<file path="config.mk">
export PLATFORM = sky130hd
export DESIGN_NAME = count_display_driver
export DESIGN_NICKNAME = d
export VERILOG_FILES = /design/src/rtl/count_display_driver_pkg.sv /design/src/rtl/count_display_driver_bin2bcd_seq.sv /design/src/rtl/count_display_driver.sv
export SDC_FILE = /design/constraint.sdc
export NUM_CORES = 1
export LEC_CHECK = 0
export BUFFER_PORTS_ARGS = -buffer_cell sky130_fd_sc_hd__buf_2
export CELL_PAD_IN_SITES_DETAIL_PLACEMENT = 0
export CELL_PAD_IN_SITES_GLOBAL_PLACEMENT = 1
export CORE_ASPECT_RATIO = 1.25
export CORE_UTILIZATION = 47
export DETAILED_ROUTE_END_ITERATION = 7
export HOLD_SLACK_MARGIN = 0.06
export PLACE_DENSITY_LB_ADDON = 0.1
export SYNTH_ARGS = -nofsm -noshare
export SYNTH_HDL_FRONTEND = slang
export SYNTH_SLANG_ARGS = --single-unit
</file>
<file path="constraint.sdc">
create_clock -name clk -period 2.05 [get_ports clk]
set_input_delay 0.5125 -clock clk [delete_from_list [all_inputs] [get_ports clk]]
set_output_delay 0.5125 -clock clk [all_outputs]
set_load 0.01 [all_outputs]
</file>
<file path="src/rtl/count_display_driver_pkg.sv">
// Shared types, widths and 7-segment glyphs for the count display driver.
package count_display_driver_pkg;

   localparam int unsigned NUM_DIGITS = 4;
   localparam int unsigned BIN_W      = 8;
   localparam int unsigned BCD_W      = 12;
   localparam int unsigned BCD_DIGITS = 3;
   localparam int unsigned SR_W       = BCD_W + BIN_W;
   localparam int unsigned ITER_W     = $clog2(BIN_W);
   localparam int unsigned SEG_W      = 7;
   localparam int unsigned IDX_W      = $clog2(NUM_DIGITS);

   typedef enum logic [1:0] {
      IDLE  = 2'd0,
      SHIFT = 2'd1,
      DONE  = 2'd2
   } conv_state_e;

   typedef struct packed {
      logic [3:0] hundreds;
      logic [3:0] tens;
      logic [3:0] ones;
   } bcd_t;

   // Active-low segments, ordered {g,f,e,d,c,b,a}
   localparam logic [SEG_W-1:0] GLYPH_0     = 7'b1000000;
   localparam logic [SEG_W-1:0] GLYPH_1     = 7'b1111001;
   localparam logic [SEG_W-1:0] GLYPH_2     = 7'b0100100;
   localparam logic [SEG_W-1:0] GLYPH_3     = 7'b0110000;
   localparam logic [SEG_W-1:0] GLYPH_4     = 7'b0011001;
   localparam logic [SEG_W-1:0] GLYPH_5     = 7'b0010010;
   localparam logic [SEG_W-1:0] GLYPH_6     = 7'b0000010;
   localparam logic [SEG_W-1:0] GLYPH_7     = 7'b1111000;
   localparam logic [SEG_W-1:0] GLYPH_8     = 7'b0000000;
   localparam logic [SEG_W-1:0] GLYPH_9     = 7'b0010000;
   localparam logic [SEG_W-1:0] GLYPH_U     = 7'b1000001;
   localparam logic [SEG_W-1:0] GLYPH_D     = 7'b0100001;
   localparam logic [SEG_W-1:0] GLYPH_BLANK = 7'b1111111;

   function automatic logic [SEG_W-1:0] glyph_of(input logic [3:0] nib);
      logic [SEG_W-1:0] g;
      case (nib)
         4'd0:    g = GLYPH_0;
         4'd1:    g = GLYPH_1;
         4'd2:    g = GLYPH_2;
         4'd3:    g = GLYPH_3;
         4'd4:    g = GLYPH_4;
         4'd5:    g = GLYPH_5;
         4'd6:    g = GLYPH_6;
         4'd7:    g = GLYPH_7;
         4'd8:    g = GLYPH_8;
         4'd9:    g = GLYPH_9;
         default: g = GLYPH_BLANK;
      endcase
      return g;
   endfunction

endpackage

</file>
<file path="src/rtl/count_display_driver_bin2bcd_seq.sv">
// Sequential double-dabble: 8-bit binary to 3 BCD digits, one shift per clock.
module bin2bcd_seq
   import count_display_driver_pkg::*;
(
   input  logic             clk,
   input  logic             reset,
   input  logic             start,
   input  logic [BIN_W-1:0] bin,
   output logic [BCD_W-1:0] bcd,
   output logic             busy,
   output logic             done
);

   conv_state_e       state, state_nxt;
   logic [SR_W-1:0]   sr, sr_nxt;
   logic [ITER_W-1:0] iter, iter_nxt;
   logic [BCD_W-1:0]  bcd_nxt;
   logic              busy_nxt;

   // One iteration: add 3 to every BCD nibble >= 5, then shift left.
   function automatic logic [SR_W-1:0] dabble(input logic [SR_W-1:0] r);
      logic [SR_W-1:0] a;
      a = r;
      for (int d = 0; d < BCD_DIGITS; d++) begin
         if (a[BIN_W + 4*d +: 4] >= 4'd5)
            a[BIN_W + 4*d +: 4] = a[BIN_W + 4*d +: 4] + 4'd3;
      end
      return {a[SR_W-2:0], 1'b0};
   endfunction

   always_ff @(posedge clk or negedge reset) begin
      if (!reset) state <= IDLE;
      else        state <= state_nxt;
   end

   always_comb begin
      state_nxt = state;
      case (state)
         IDLE:    if (start) state_nxt = SHIFT;
         SHIFT:   if (iter == ITER_W'(BIN_W - 1)) state_nxt = DONE;
         DONE:    state_nxt = IDLE;
         default: state_nxt = IDLE;
      endcase
   end

   always_comb begin
      sr_nxt   = sr;
      iter_nxt = iter;
      bcd_nxt  = bcd;
      busy_nxt = busy;
      case (state)
         IDLE: begin
            if (start) begin
               sr_nxt   = {BCD_W'(0), bin};
               iter_nxt = '0;
               busy_nxt = 1'b1;
            end
         end
         SHIFT: begin
            sr_nxt   = dabble(sr);
            iter_nxt = iter + ITER_W'(1);
         end
         DONE: begin
            bcd_nxt  = sr[SR_W-1 -: BCD_W];
            busy_nxt = 1'b0;
         end
         default: ;
      endcase
   end

   always_ff @(posedge clk or negedge reset) begin
      if (!reset) begin
         sr   <= '0;
         iter <= '0;
         bcd  <= '0;
         busy <= 1'b0;
      end else begin
         sr   <= sr_nxt;
         iter <= iter_nxt;
         bcd  <= bcd_nxt;
         busy <= busy_nxt;
      end
   end

   // High during the cycle the result is being committed to bcd.
   assign done = (state == DONE);

endmodule

</file>
<file path="src/rtl/count_display_driver.sv">
// Converts the counter value to BCD and scans it onto a 4-digit common-anode display.
module count_display_driver
   import count_display_driver_pkg::*;
#(
   parameter int unsigned SCAN_DIV = 50000,
   parameter bit          BLANK_LZ = 1'b1
) (
   input  logic                  clk,
   input  logic                  reset,
   input  logic [BIN_W-1:0]      value,
   input  logic                  ud,
   output logic [SEG_W-1:0]      seg,
   output logic [NUM_DIGITS-1:0] an,
   output logic [BCD_W-1:0]      bcd,
   output logic                  busy
);

   localparam int unsigned PRE_W = (SCAN_DIV > 1) ? $clog2(SCAN_DIV) : 1;

   logic [BIN_W-1:0] last_value;
   logic             start;
   logic             armed;
   logic             done;
   logic [PRE_W-1:0] pre;
   logic [IDX_W-1:0] idx;
   logic [SEG_W-1:0] glyph_c;
   bcd_t             digits;

   // Launch a conversion when the converter is free and the value moved.
   always_ff @(posedge clk or negedge reset) begin
      if (!reset) begin
         last_value <= '0;
         start      <= 1'b0;
         armed      <= 1'b1;
      end else begin
         start <= 1'b0;
         if (done) begin
            armed <= 1'b1;
         end else if (armed && (value != last_value)) begin
            last_value <= value;
            start      <= 1'b1;
            armed      <= 1'b0;
         end
      end
   end

   bin2bcd_seq u_conv (
      .clk   (clk),
      .reset (reset),
      .start (start),
      .bin   (last_value),
      .bcd   (bcd),
      .busy  (busy),
      .done  (done)
   );

   always_ff @(posedge clk or negedge reset) begin
      if (!reset) begin
         pre <= '0;
         idx <= '0;
      end else if (pre == PRE_W'(SCAN_DIV - 1)) begin
         pre <= '0;
         idx <= idx + IDX_W'(1);
      end else begin
         pre <= pre + PRE_W'(1);
      end
   end

   assign digits = bcd_t'(bcd);

   // Glyph for the slot currently selected, with leading-zero blanking.
   always_comb begin
      glyph_c = GLYPH_BLANK;
      case (idx)
         2'd0: glyph_c = glyph_of(digits.ones);
         2'd1: glyph_c = (BLANK_LZ && (digits.hundreds == 4'd0) && (digits.tens == 4'd0))
                         ? GLYPH_BLANK : glyph_of(digits.tens);
         2'd2: glyph_c = (BLANK_LZ && (digits.hundreds == 4'd0))
                         ? GLYPH_BLANK : glyph_of(digits.hundreds);
         default: glyph_c = ud ? GLYPH_U : GLYPH_D;
      endcase
   end

   always_ff @(posedge clk or negedge reset) begin
      if (!reset) begin
         seg <= GLYPH_BLANK;
         an  <= '1;
      end else begin
         seg <= glyph_c;
         an  <= ~(NUM_DIGITS'(1) << idx);
      end
   end

endmodule

</file>
Yosys cells after proc, flatten, opt, wreduce, memory -nomap -nowiden
Memory sizes are Yosys's and may differ from the RTL's.
Index checks and enable logic that the tools add are counted.
{"block": "totals", "out_inout_bits": 24, "mem_count": 3, "mem_bits_ro": 336, "in_bits": 11, "register_bits": 77, "elab_cells": 70}
{"block": "classes", "reduce_logical": 13, "n_addsub": 6, "shift": 1, "order_cmp": 3, "n_eq_ne": 9, "n_mux": 21, "bitwise": 2}
{"memory": "(name not given)", "depth": 16, "width": 7, "read_ports": 1, "rd_clocked_by_memory_dff": 0, "write_ports": 0, "line_no": "count_display_driver_pkg.sv:42", "text": "case (nib)"}
{"memory": "(name not given)", "depth": 16, "width": 7, "read_ports": 1, "rd_clocked_by_memory_dff": 0, "write_ports": 0, "line_no": "count_display_driver_pkg.sv:42"}
{"memory": "(name not given)", "depth": 16, "width": 7, "read_ports": 1, "rd_clocked_by_memory_dff": 0, "write_ports": 0, "line_no": "count_display_driver_pkg.sv:42"}
{"op": "20-bit case mux with 2 select lines", "count": 1}
{"op": "7-bit two-way mux", "count": 3}
{"op": "7-bit case mux with 3 select lines", "count": 1}
{"op": "20-bit two-way mux", "count": 1}
{"op": "16-bit by 1-bit adder with 16-bit output, second input constant", "count": 1}
{"op": "16-bit equality test, second input constant", "count": 1}
{"op": "16-bit two-way mux", "count": 1}
{"op": "4-bit by 3-bit greater-or-equal comparator with 1-bit output, second input constant", "count": 3}
{"op": "4-bit by 2-bit adder with 4-bit output, second input constant", "count": 2}
{"op": "4-bit zero test", "count": 2}
{"op": "4-bit two-way mux", "count": 2}
{"op": "8-bit inequality test", "count": 1}
{"op": "2-bit AND reduction", "count": 4}
{"op": "3-bit two-way mux", "count": 2}
{"op": "3-bit case mux with 2 select lines", "count": 1}
{"op": "2-bit nonzero test", "count": 3}
{"op": "1-bit two-way mux", "count": 5}
{"op": "2-bit by 1-bit equality test with 1-bit output, second input constant", "count": 2}
{"op": "2-bit equality test, second input constant", "count": 2}
{"op": "2-bit zero test", "count": 2}
{"op": "2-bit two-way mux", "count": 2}
{"op": "4-bit inverter", "count": 1}
{"op": "2-bit case mux with 2 select lines", "count": 1}
{"op": "1-bit by 2-bit left shift with 4-bit output, first input constant", "count": 1}
{"op": "9 further kinds", "count": 10}

Longest topological paths before layout
Gate-level depths: netlist of the first run.
{"block": "depth", "word_depth": 4, "mapped_depth": 7, "ltp_nobuf": 7}

Hierarchy
Synthesis of the first run repeated with hierarchy kept, for this count alone.
{"block": "unflattened", "cells_unflattened": 419, "hier_area_um2": 4222.8}
{"mod": "count_display_driver", "cells_per_inst": 246, "instances": 1, "area_per_inst_um2": 2369.8, "seq_area_each_um2": 991.0}
{"mod": "bin2bcd_seq", "cells_per_inst": 173, "instances": 1, "area_per_inst_um2": 1853.0, "seq_area_each_um2": 950.9}

Least setup slack after synthesis of the first run
Ideal clock, no wire load.
{"block": "synth_timing", "kind": "input-to-reg", "startpoint": "input port value[6]", "endpoint": "register last_value[0]", "cell_stages": 4, "path_slack_ps": 381, "n_path_buf": 0, "arrival_time_ps": 1544, "path_cell_list": "xor2_1 nor4_2 a21oi_4 mux2_4"}
{"block": "synth_between", "elab_chain_len": 3}
{"item": "from (decl)", "line_no": "count_display_driver.sv:10", "text": "input logic [BIN_W-1:0] value,"}
{"item": "8-bit inequality test", "line_no": "count_display_driver.sv:39", "text": "end else if (armed && (value != last_value)) begin"}
{"item": "1-bit logical AND", "line_no": "count_display_driver.sv:39"}
{"item": "2-bit AND reduction (no source line)"}
{"item": "to (signal assigned)", "line_no": "count_display_driver.sv:40", "text": "last_value <= value;"}
{"item": "to (decl)", "line_no": "count_display_driver.sv:20", "text": "logic [BIN_W-1:0] last_value;"}
Every way passes these cells.
A chain may end at the register's enable or synchronous reset.

Worst setup path in the final report of the first run
{"block": "layout_timing", "startpoint": "register last_value[6]", "endpoint": "register last_value[3]"}
{"block": "layout_between", "elab_chain_len": 3}
{"item": "8-bit inequality test", "line_no": "count_display_driver.sv:39"}
{"item": "1-bit logical AND", "line_no": "count_display_driver.sv:39"}
{"item": "2-bit AND reduction (no source line)"}
Every way passes these cells.

==> flow_summary.yaml, run 1 <==
outcome:
  status: "finished, final reports clean"
finish:
  diodes: 0
  layout-drive-gt1-share_pct: 20.2
  final_nets: 501
  areaGrowthSynthToFinish_pct: 13.4
synth:
  synth_edf_count: 0
  syn_area_um2: 4150
  syn_inst: 421
  ys.flop_type: "dfrtp_1"
  seq_area_frac_synth_pct: 46.8
  synth_cell_types: 40
  synth_seq_cells: 77
  ys_async_sr_fraction_pct: 100
  synth.net_count: 461
  syn_avg_cell_area_um2: 9.85
  yosys_warnings: 0
global_routing:
  grtUsageTotal_pct: 19.5
  grt_antenna_before_repair: 0
  grt_start_max_net_pins: 32
  grt_pass1_vias: 2897
  grt_pass1_wl_um: 13800
  gr-total-overflow: 0
sta:
  finalSetupTns_ns: 0
  tightestPinTransition_ns: 0.599
  fmax_mhz: 584
  drv_slew: 0
  min_period_ns: 1.71
  finalCritPeriodShare_pct: 83.5
  setup_viol: 0
  whs_ns: 0.0763
  rsz0062_at_grt: "false"
  fin_skew_ns: 0.0117
  hold_viol_final: 0
  slew_headroom_pct: 60.0
routing:
  top_layer: "met4"
  wirelength_um: 8050
  wl_met3_um: 146
  first_pass_iters: 4
  num_vias: 2994
  wl_met2_um: 3880
  ant_nets: 0
  wl_per_cell_um: 13.8
  met1_length_um: 3870
  drtIter0Drc: 82
  route.detailed.drc: 0
  via_per_inst: 5.14
clock_network:
  cts_buffers: 9
  cts_root_buf: "clkbuf_8"
  cts_buffer_depth: 2
  cts_hold_buf: 0
  cts_tree: "yes"
  clk_latency_ns: 0.36
  clock_sinks: 77
  htree_num_levels: 3
  cts_resized: 0
  post_cts_buffers: 0
  clk_pin_slew_worst_paths_ns: 0.09
min_path:
  worstHoldPathType: "in -> async"
placed_design:
  io_buffers: 34
  place_congestion: 0.783
  place_hpwl_um: 5910
worst_setup_path:
  cp_max_fo: 9
  crit_arrival_ns: 1.96
  cp-end-kind: "flip-flop"
  worst-r2r-setup-slack_ns: 0.34
  cp.required_ns: 2.30
  path_class: "reg -> reg"
  startpoint_type: "flip-flop"
die:
  die_y_um: 107
  start_util_pct: 49.5
  dieWidth_um: 86.0
  io_pins: 35
  die_area_um2: 9200
  coreArea_um2: 8380
  rows: 37
job:
  cap_violations: 0
power_and_ir_drop:
  ir_worst_vdd_mv: 0.766
  power.density_nw_per_um2: 1310
  p_leak_uw: 0.00216
power by group:
| part | total (uW) | switching (uW) | internal [uW] |
|---|---|---|---|
| sequential | 2460 | 462 | 2000 |
| clock | 1180 | 577 | 598 |
| combinational | 2500 | 1360 | 1140 |
placed cells by master, fill, tap and decap left out, types with 14 or more instances in the layout:
cell type | synthesis | layout
a21oi_1 | 33 | 33
buf_2 | 4 | 33
dfrtp_1 | 65 | 65
ha_1 | 29 | 29
inv_1 | 27 | 27
nand2_1 | 37 | 37
nor2_1 | 22 | 22
nor2b_1 | 14 | 14
o21ai_0 | 45 | 45
xor2_1 | 16 | 16
Yosys cell counts, drive strengths merged (2+ instances only):
master  count  area share [%]
a21oi      34             4.4
a22o        7             1.5
a22oi       9             1.6
a32oi       2            0.42
and3        4            0.60
buf         4            0.48
clkbuf     14             1.3
dfrtp      65              39
dfstp      12             7.6
ha         29             8.8
inv        27             2.4
mux2       15             4.8
nand2      37             3.3
nand2b     12             1.8
nand3      13             1.6
nand4       2            0.30
nor2       22             2.0
nor2b      14             2.1
nor3        8            0.97
nor4        5             1.1
o211ai      2            0.36
o21ai      45             5.4
o31ai       2            0.36
or3         2            0.42
xnor2       9             1.9
xor2       16             3.4
final cells by class:
cell class / count / area, um^2
fillers: 776 / 3680
well taps: 117 / 146
clock inverters: 5 / 58.8
inverters: 27 / 101
multi-input cells: 299 / 2030
clock buffers: 11 / 141
repair buffers: 47 / 283
flip-flops and latches: 77 / 1940
through the flow:
stage	utilization, %	power [uW]	worst slack [ns]	instance area, um^2	instances
global placement	53.7	4970	0.209	4500	567
floorplan	-	4230	0.381	4150	421
detailed placement	53.7	5010	0.170	4500	567
finish	56.1	6140	0.339	4700	583
CTS	56.1	6220	0.317	4700	583
global route	56.1	6680	0.0708	4700	583
state kept, by name (all words and copies together), names as in the netlist:
signal,cells
u_conv.sr,20
pre,16
u_conv.bcd,12
last_value,8
seg,7
an,4
u_conv.iter,3
idx,2
u_conv.state,2
armed,1
start,1
u_conv.busy,1
metal layers:
layer  up-vias  track usage (%)
met2        36             31.3
met1      1418             25.5
li1       1529                -
met3        11             3.00
met5         -                0
met4         0             9.40
worst paths after layout:
check,from,end,depth (start not counted)
max,last_value[6],last_value[3],4
min,reset,pre[12],1
max reg2reg,last_value[6],last_value[3],4
min reg2reg,armed,armed,2
max in group asynchronous,reset,u_conv.sr[9],2
min in group clk,ud,seg[5],2
worst max-delay path: stages (launching register included):
cell,delay [ns]
dfrtp_1,0.44
xor2_1,0.19
nor4_2,0.43
a21oi_4,0.20
mux2_4,0.34
logic make-up (layout without fill, tap and decap cells):
logic type,after synthesis,after routing,share of synthesized area (%)
AOI/OAI and AO/OA,108,108,15.5
xor gates and xnor gates,25,25,5.28
adders and majority gates,29,29,8.75
buffers and inverters,45,90,4.19
DFF,77,77,46.8
muxes,15,15,4.80
and+or+nand+nor,122,122,14.7
No activity file was read; power rests on OpenSTA's default activity.
==> inputs of run 2 (changes only) <==
clock period = 1.6 ns   (was 2.05 ns; I/O delays follow)
==> flow_summary.yaml, run 2 (synthesis gave the netlist of run 1 again) <==
worst_setup_path:
  cp_max_fo: 8
  path_buf_inv: 2
  crit_start: "last_value[3]"
  path_class: "reg -> reg"
  worst_path_largest_cell_delay_ns: 0.41
  cp_slowest_cell: "dfrtp_1"
  cp.required_ns: 1.83
  r2r_start: "last_value[3]"
  worstPathCellList: "xor2_1 -> nor4_2 -> buf_4 -> a21oi_4 -> buf_12 -> mux2_4"
  cp-end-kind: "flip-flop"
  startpoint_type: "flip-flop"
  cp_top_family: "flip-flops"
  crit_arrival_ns: 1.84
finish:
  top_register: "u_conv.sr"
  final_cell_area_um2: 5000
  largest_registers: "u_conv.sr x20, pre x16, u_conv.bcd x12"
  final_cells: 615
  largest_reg_flops: 20
  areaGrowthSynthToFinish_pct: 20.7
  final_nets: 533
  final_common_cell: "dfrtp_1"
  diodes: 0
  mostFrequentLayoutCells: "dfrtp_1 (65), o21ai_0 (42), buf_4 (42), nand2_1 (37), buf_2 (33)"
  layout-drive-gt1-share_pct: 27.3
routing:
  via_per_inst: 5.16
  wirelength_um: 8570
  num_vias: 3172
  route.detailed.drc: 0
  wl_per_cell_um: 13.9
  ant_nets: 0
  first_pass_iters: 4
  drtIter0Drc: 143
outcome:
  violations: "setup timing"
  status: "complete, but fails checks"
sta:
  fmax_mhz: 621
  setup_slack_ns: -0.0116
  rsz0062_at_grt: "true"
  tightestPinTransition_ns: 0.353
  whs_ns: 0.198
  slew_headroom_pct: 76.5
  setup_viol: 3
  hold_viol_final: 0
  finalCritPeriodShare_pct: 101
  min_period_ns: 1.61
  fin_skew_ns: 0.00761
  drv_slew: 0
die:
  io_pins: 35
  start_util_pct: 49.5
  die_area_um2: 9200
  coreArea_um2: 8380
  rows: 37
  die_y_um: 107
  dieWidth_um: 86.0
clock_network:
  cts_buffers: 9
  htree_num_levels: 3
  cts_tree: "yes"
  clk_latency_ns: 0.35
  cts_root_buf: "clkbuf_8"
  clk_pin_slew_worst_paths_ns: 0.08
  cts_buffer_depth: 2
  clock_sinks: 77
global_routing:
  grt_pass1_vias: 3149
  grt_start_max_net_pins: 43
  grt_antenna_before_repair: 0
  grtUsageTotal_pct: 20.3
  grt_pass1_wl_um: 14600
  gr-total-overflow: 0
placed_design:
  place_congestion: 0.827
  placed_area_um2: 4690
  pre_cts_ws_ns: -0.194
  dp_cells: 592
  io_buffers: 34
  place_hpwl_um: 6310
power_and_ir_drop:
  power.density_nw_per_um2: 1650
  ir_worst_vdd_mv: 0.918
  p_leak_uw: 0.00234
  p_total_uw: 8230
min_path:
  worstHoldPathType: "in -> reg"
  worstHoldStart: "ud"
job:
  cap_violations: 0
==> run 2: worst paths after layout <==
check	to	slack, ns	depth (start not counted)
setup / recovery	last_value[3]	-0.01	6
hold / removal	seg[5]	0.20	2
setup reg to reg	last_value[3]	-0.01	6
hold reg to reg	pre[7]	0.50	1
max in group asynchronous	armed	0.56	3
min in group asynchronous	pre[11]	0.49	2
==> run 2: stage by stage <==
stage,utilization [%],TNS [ns]
finish,59.7,-0.0153
global placement,56.0,-1.05
floorplan,-,0
global route,59.7,-0.473
CTS,58.9,-0.00296
detailed placement,56.0,-1.49
==> run 2: area by class of cell <==
type,count,area (um^2)
timing repair buffer,79,542
sequential,77,1940
clock inverter,2,16.3
multi-input combinational,299,2070
inverter,27,101
fill,734,3380
tap,117,146
clock buffer,14,183
==> run 2: where the power goes <==
group | switching, uW | leakage [uW] | internal [uW] | total, uW
clock network | 701 | 0.0000989 | 738 | 1440
logic | 2000 | 0.00127 | 1770 | 3760
registers | 468 | 0.000973 | 2560 | 3030
total | 3160 | 0.00234 | 5070 | 8230
==> run 2: per-layer routing <==
layer / part of all wire (%) / up-vias / wire length (um) / GRT usage (%)
met5: 0 / - / 0 / 0
met4: 2.6 / 0 / 219 / 10.2
met3: 1.9 / 18 / 165 / 2.54
met2: 50 / 43 / 4300 / 34.9
met1: 45 / 1527 / 3890 / 24.8
li1: - / 1584 / - / -
==> run 2: what timing repair did <==
item,in CTS,in global routing
pin swaps,4,10
gates resized for setup,1,16
buffers inserted,3,4
cloned,0,0
hold buffers,1,0
hold endpoints to repair,12,0
setup endpoints to repair,10,22
==> run 2: worst reg2reg max path, stage by stage (launching register included) <==
cell	delay, ns
dfrtp_1	0.41
xor2_1	0.18
nor4_2	0.24
buf_4	0.16
a21oi_4	0.07
buf_12	0.14
mux2_4	0.30
